==> config.mk <==
export PLATFORM = sky130hd
export DESIGN_NAME = a2d_intf
export DESIGN_NICKNAME = d
export VERILOG_FILES = /design/src/rtl/a2d_pkg.sv /design/src/rtl/spi_mstr16.sv /design/src/rtl/a2d_intf.sv
export SDC_FILE = /design/constraint.sdc
export NUM_CORES = 1
export LEC_CHECK = 0
export ABC_CLOCK_PERIOD_IN_PS = 2900
export BUFFER_PORTS_ARGS = -buffer_cell sky130_fd_sc_hd__buf_2
export CAP_MARGIN = 10
export CORE_UTILIZATION = 45
export DETAILED_ROUTE_END_ITERATION = 10
export GPL_TIMING_DRIVEN = 1
export MAX_ROUTING_LAYER = met4
export REMOVE_ABC_BUFFERS = 1
export SYNTH_ARGS = -nofsm -noshare
export SYNTH_HDL_FRONTEND = slang
export SYNTH_SLANG_ARGS = --single-unit
==> constraint.sdc <==
create_clock -name clk -period 2.9 [get_ports clk]
set_clock_uncertainty 0.2 [all_clocks]
set_input_delay 0.29 -clock clk [delete_from_list [all_inputs] [get_ports clk]]
set_output_delay 0.29 -clock clk [all_outputs]
set_load 0.03 [all_outputs]
==> src/rtl/a2d_pkg.sv <==
// Shared definitions for the A2D interface: FSM states, command layout and widths.
package a2d_pkg;

  localparam int FRAME_BITS = 16;
  localparam int RES_W      = 12;
  localparam int CH_LSB     = 11;
  localparam int CH_MSB     = 13;

  typedef enum logic [2:0] {
    IDLE,
    FRAME1,
    GAP,
    FRAME2,
    DONE
  } a2d_state_e;

  // Command word: channel in bits 13:11, every other bit zero.
  function automatic logic [FRAME_BITS-1:0] chnl_cmd(input logic [2:0] ch);
    logic [FRAME_BITS-1:0] c;
    c = '0;
    c[CH_MSB:CH_LSB] = ch;
    return c;
  endfunction

endpackage

==> src/rtl/spi_mstr16.sv <==
// Generic 16-bit SPI mode-3 master: MISO sampled on SCLK rise, MOSI shifted on SCLK fall.
module spi_mstr16
  import a2d_pkg::*;
#(
  parameter int SCLK_DIV_W  = 5,
  parameter int FRONT_PORCH = 8
) (
  input  logic                  clk,
  input  logic                  rst_n,
  input  logic                  wrt,
  input  logic [FRAME_BITS-1:0] cmd,
  output logic                  done,
  output logic [FRAME_BITS-1:0] rd_data,
  output logic                  SS_n,
  output logic                  SCLK,
  output logic                  MOSI,
  input  logic                  MISO
);

  localparam int CNT_W = $clog2(FRAME_BITS + 1);
  // Idle/load value keeps the divider MSB set so SCLK idles high (FRONT_PORCH <= half period).
  localparam logic [SCLK_DIV_W-1:0] DIV_LOAD = SCLK_DIV_W'((1 << SCLK_DIV_W) - FRONT_PORCH);
  localparam logic [SCLK_DIV_W-1:0] DIV_RISE = {1'b0, {(SCLK_DIV_W-1){1'b1}}};
  localparam logic [SCLK_DIV_W-1:0] DIV_FALL = '1;

  logic [SCLK_DIV_W-1:0] sclk_div;
  logic [CNT_W-1:0]      bit_cnt;
  logic [FRAME_BITS-1:0] tx_sr;
  logic [FRAME_BITS-1:0] rx_sr;
  logic                  all_bits;
  logic                  rise;
  logic                  shift;

  assign all_bits = (bit_cnt == CNT_W'(FRAME_BITS));
  assign rise     = !SS_n && (sclk_div == DIV_RISE);
  // The first fall after SS_n drops must not shift: the MSB is already on MOSI.
  assign shift    = !SS_n && (sclk_div == DIV_FALL) && (bit_cnt != '0) && !all_bits;
  assign done     = !SS_n && (sclk_div == DIV_FALL) && all_bits;

  assign SCLK    = sclk_div[SCLK_DIV_W-1];
  assign MOSI    = tx_sr[FRAME_BITS-1];
  assign rd_data = rx_sr;

  // NOTE: sequential state uses non-blocking assignments so every flop samples pre-edge values.
  always_ff @(posedge clk or negedge rst_n) begin
    if (!rst_n) begin
      SS_n     <= 1'b1;
      sclk_div <= DIV_LOAD;
      bit_cnt  <= '0;
      tx_sr    <= '0;
      rx_sr    <= '0;
    end else if (SS_n) begin
      if (wrt) begin
        SS_n     <= 1'b0;
        sclk_div <= DIV_LOAD;
        bit_cnt  <= '0;
        tx_sr    <= cmd;
      end
    end else if (done) begin
      SS_n     <= 1'b1;
      sclk_div <= DIV_LOAD;
      tx_sr    <= '0;
    end else begin
      sclk_div <= sclk_div + SCLK_DIV_W'(1);
      if (rise) begin
        rx_sr   <= {rx_sr[FRAME_BITS-2:0], MISO};
        bit_cnt <= bit_cnt + CNT_W'(1);
      end
      if (shift) tx_sr <= {tx_sr[FRAME_BITS-2:0], 1'b0};
    end
  end

endmodule

==> src/rtl/a2d_intf.sv <==
// Two-frame A2D conversion sequencer: address frame, 2-clk gap, result frame.
module a2d_intf
  import a2d_pkg::*;
#(
  parameter int SCLK_DIV_W  = 5,
  parameter int FRONT_PORCH = 8
) (
  input  logic             clk,
  input  logic             rst_n,
  input  logic             strt_cnv,
  input  logic [2:0]       chnnl,
  output logic             cnv_cmplt,
  output logic [RES_W-1:0] res,
  output logic             SS_n,
  output logic             SCLK,
  output logic             MOSI,
  input  logic             MISO
);

  a2d_state_e            state, nxt_state;
  logic                  gap_cnt;
  logic [2:0]            ch_q;
  logic                  wrt_q, wrt_nxt;
  logic                  ld_ch, set_cmplt;
  logic                  done;
  logic [FRAME_BITS-1:0] rd_data;
  logic                  unused_rd_hi;

  assign unused_rd_hi = ^rd_data[FRAME_BITS-1:RES_W];

  always_ff @(posedge clk or negedge rst_n) begin
    if (!rst_n) begin
      state     <= IDLE;
      gap_cnt   <= 1'b0;
      ch_q      <= '0;
      wrt_q     <= 1'b0;
      cnv_cmplt <= 1'b0;
      res       <= '0;
    end else begin
      state   <= nxt_state;
      wrt_q   <= wrt_nxt;
      gap_cnt <= (state == GAP) && !gap_cnt;
      if (ld_ch) begin
        ch_q      <= chnnl;
        cnv_cmplt <= 1'b0;
      end
      if (set_cmplt) begin
        cnv_cmplt <= 1'b1;
        res       <= rd_data[RES_W-1:0];
      end
    end
  end

  // NOTE: every always_comb output gets a default first so no path leaves it unassigned (no latch).
  always_comb begin
    nxt_state = state;
    wrt_nxt   = 1'b0;
    ld_ch     = 1'b0;
    set_cmplt = 1'b0;
    case (state)
      IDLE: if (strt_cnv) begin
        ld_ch     = 1'b1;
        wrt_nxt   = 1'b1;
        nxt_state = FRAME1;
      end
      FRAME1: if (done) nxt_state = GAP;
      // wrt is registered, so it is raised in the first gap cycle to drop SS_n as the gap ends.
      GAP: begin
        if (gap_cnt) nxt_state = FRAME2;
        else         wrt_nxt   = 1'b1;
      end
      FRAME2: if (done) nxt_state = DONE;
      DONE: begin
        set_cmplt = 1'b1;
        nxt_state = IDLE;
      end
      default: nxt_state = IDLE;
    endcase
  end

  spi_mstr16 #(
    .SCLK_DIV_W (SCLK_DIV_W),
    .FRONT_PORCH(FRONT_PORCH)
  ) u_spi (
    .clk    (clk),
    .rst_n  (rst_n),
    .wrt    (wrt_q),
    .cmd    (chnl_cmd(ch_q)),
    .done   (done),
    .rd_data(rd_data),
    .SS_n   (SS_n),
    .SCLK   (SCLK),
    .MOSI   (MOSI),
    .MISO   (MISO)
  );

endmodule

==> results.py <==
metrics = {
    "outcome": {
        "outcome": "finished, violations left",
        "violations": "hold timing",
    },
    "drt": {
        "initialDrtViolationCount": 56,
        "firstDrtPassIters": 4,
        "vias": 1314,
        "avgRoutedWirePerCell_um": 14.7,
        "via_per_inst": 5.50,
        "ant_nets": 0,
        "routed_wl_um": 3510,
        "drc": 0,
    },
    "die": {
        "core_area_um2": 4440,
        "start_util_pct": 47.7,
        "fp-row-count": 24,
        "die_w_um": 70.7,
        "io_pins": 23,
        "die_y_um": 70.7,
        "die_area_um2": 4990,
    },
    "logic_synthesis": {
        "ys_ff_latch": 49,
        "yosys.area_share.simple_pct": 10.8,
        "synth_compound_area_share_pct": 8.20,
        "synth.yosys.seq_area_share_pct": 58.0,
        "ys.flop_type": "dfrtp_1",
        "synth-edff-count": 0,
        "ys.warnings.count": 0,
        "synthXorXnorAreaFrac_pct": 0,
        "yosys-top-cells-count": "dfrtp_1 (46), mux2_2 (29), inv_1 (8)",
        "netlist_instances": 160,
        "yosysUniqueCellTypes": 41,
        "yosysMostFrequentCell": "dfrtp_1",
        "synth_top_family_by_area": "multiplexers",
        "synthMuxAreaShare_pct": 17.4,
        "synth_top_cell_by_area": "dfrtp_1",
        "async_flop_share_pct": 100,
        "synthDominantCellAreaShare_pct": 54.2,
        "synth_fa_ha_area_share_pct": 2.95,
        "synth_area_leaders": "dfrtp_1 (54%), mux2_2 (15%), dfstp_2 (3.7%), ha_1 (2.9%), a21oi_1 (1.4%)",
        "avgSynthCellArea_um2": 13.3,
        "synth_area_um2": 2120,
    },
    "grt": {
        "antenna_found_initial": 0,
        "gr-total-overflow": 0,
        "grt_first_pass_wirelength_um": 6160,
        "grt_usage_pct": 16.4,
        "grt_max_degree": 50,
        "grt_pass1_vias": 1284,
    },
    "setup_path": {
        "cp_top_family": "simple AND/OR/NAND/NOR gates",
        "critical_path.cell_chain": "ha_1 -> and3_1 -> ha_1 -> nor2b_1 -> a21o_1 -> mux2_1",
        "crit_buf_inv": 0,
        "arrival_ns": 2.60,
        "slowest_delay_ns": 0.59,
        "cp_max_fo": 9,
        "path_class": "flip-flop to flip-flop",
        "cp_slowest_cell": "nor2b_1",
        "crit_path_end_kind": "flip-flop",
        "crit_top_cell": "ha_1",
        "path_depth": 6,
        "critical_path_required_ns": 2.88,
        "startpoint_type": "flip-flop",
        "r2r_cells": 6,
    },
    "cts": {
        "htree_levels": 2,
        "cts_made_buffers": 5,
        "clk_pin_slew_ns": 0.09,
        "clk_latency_ns": 0.30,
        "root_buffer": "clkbuf_8",
        "clock_sinks": 49,
        "cts_setup_buffers": 0,
        "cts_max_path_buffers": 2,
        "tritoncts": "yes",
    },
    "run": {
        "drv_cap": 0,
    },
    "placed_design": {
        "dp_hpwl_um": 2500,
        "portBuffers": 22,
        "place_congestion": 0.796,
        "dp_cells": 230,
    },
    "layout": {
        "multi_input_area_um2": 843,
        "syn_to_final_growth_pct": 12.4,
        "drive_gt1_share_pct": 38.0,
        "seq_area_um2": 1230,
        "finalNonFillerCells": 239,
        "n_fill_cell": 384,
        "nets": 198,
        "antenna_cells": 0,
    },
    "power": {
        "leakage_nw": 1.18,
        "ir_drop_mv": 0.261,
        "power.density_nw_per_um2": 469,
    },
    "sta": {
        "hold_viol": 46,
        "rsz0062_at_grt": "no",
        "tightest_slew_ns": 1.05,
        "fmax_ghz": 0.382,
        "slew_viol_final": 0,
        "layout_min_cycle_time_ns": 2.62,
        "setup_viol": 0,
        "slew_headroom_pct": 30.0,
        "tns_ns": 0,
        "holdWs_ns": -0.0403,
        "fin_crit_sh_pct": 90.2,
    },
    "worst_hold_path": {
        "min_path_type": "primary input to async pin",
    },
}
stage by stage:
| stage | power [mW] | hold WS [ns] | instance area, µm² | utilization, % | worst slack [ns] |
|---|---|---|---|---|---|
| floorplan | 0.716 | -0.206 | 2100 | - | 0.443 |
| global placement | 0.736 | 0.223 | 2280 | 51.3 | 0.231 |
| detailed placement | 0.737 | 0.229 | 2280 | 51.3 | 0.147 |
| CTS | 1.14 | 0.00796 | 2370 | 53.3 | 0.132 |
| global route | 1.17 | 0.00698 | 2390 | 53.7 | 0.107 |
| finish | 1.12 | -0.0403 | 2390 | 53.7 | 0.284 |
final timing paths:
kind	to	slack, ns	from
max	u_spi.tx_sr[12]	0.28	u_spi.sclk_div[0]
min	u_spi.sclk_div[2]	-0.04	rst_n
max reg2reg	u_spi.tx_sr[12]	0.28	u_spi.sclk_div[0]
min reg2reg	gap_cnt	0.24	gap_cnt
max in group asynchronous	u_spi.tx_sr[12]	1.88	rst_n
min in group clk	ch_q[0]	0.03	chnnl[0]
flip-flops by register name, indices dropped and copies added (netlist names):
register	count
ch_q	3
cnv_cmplt	1
gap_cnt	1
res	12
state	3
u_spi.SS_n	1
u_spi.bit_cnt	5
u_spi.rd_data	12
u_spi.sclk_div	5
u_spi.tx_sr	5
wrt_q	1
cells by family after synthesis:
family	count (synthesis)
mux	33
fa+ha+maj	5
compound gates	25
flops	49
buf+inv	13
simple gates	35
what timing repair did:
action,in CTS,in global routing
resized for setup,0,1
hold buffers,0,1
setup endpoints to repair,0,4
endpoints found under the hold margin,0,1
power by group:
| group | switching, mW | internal [mW] |
|---|---|---|
| registers | 0.00411 | 0.690 |
| logic | 0.0180 | 0.00987 |
| clock network | 0.226 | 0.171 |
worst register-to-register path, cell delays in order, from the launching register on:
cell and delay (ns):
dfrtp_1 0.41, ha_1 0.20, and3_1 0.19, ha_1 0.28, nor2b_1 0.59, a21o_1 0.30
mux2_1 0.33
per-layer routing:
layer	vias to the layer above	GRT usage [%]	share of wire, %
li1	630	-	-
met1	656	21.4	48
met2	23	24.8	47
met3	5	4.27	3.7
met4	0	6.00	1.4
met5	-	-	0
final cells by class:
class | count | area share [%]
Inverter | 8 | 1.26
Clock buffer | 5 | 2.88
Clock inverter | 3 | 0.891
Timing Repair Buffer | 24 | 5.35
Tap cell | 52 | 2.73
Sequential cell | 49 | 51.5
Multi-Input combinational cell | 98 | 35.3
cell usage in the layout, fill, tap and decap left out, types with 3 or more instances in the layout:
cell	n
nand2_1	5
inv_1	8
a22o_1	3
clkbuf_8	5
dfrtp_1	46
buf_2	22
ha_1	5
a21oi_1	6
dfstp_2	3
mux2_2	29
o21ai_0	6
nand2b_1	3
nor2b_1	4
Note: power is estimated with default switching activity, not from simulation.
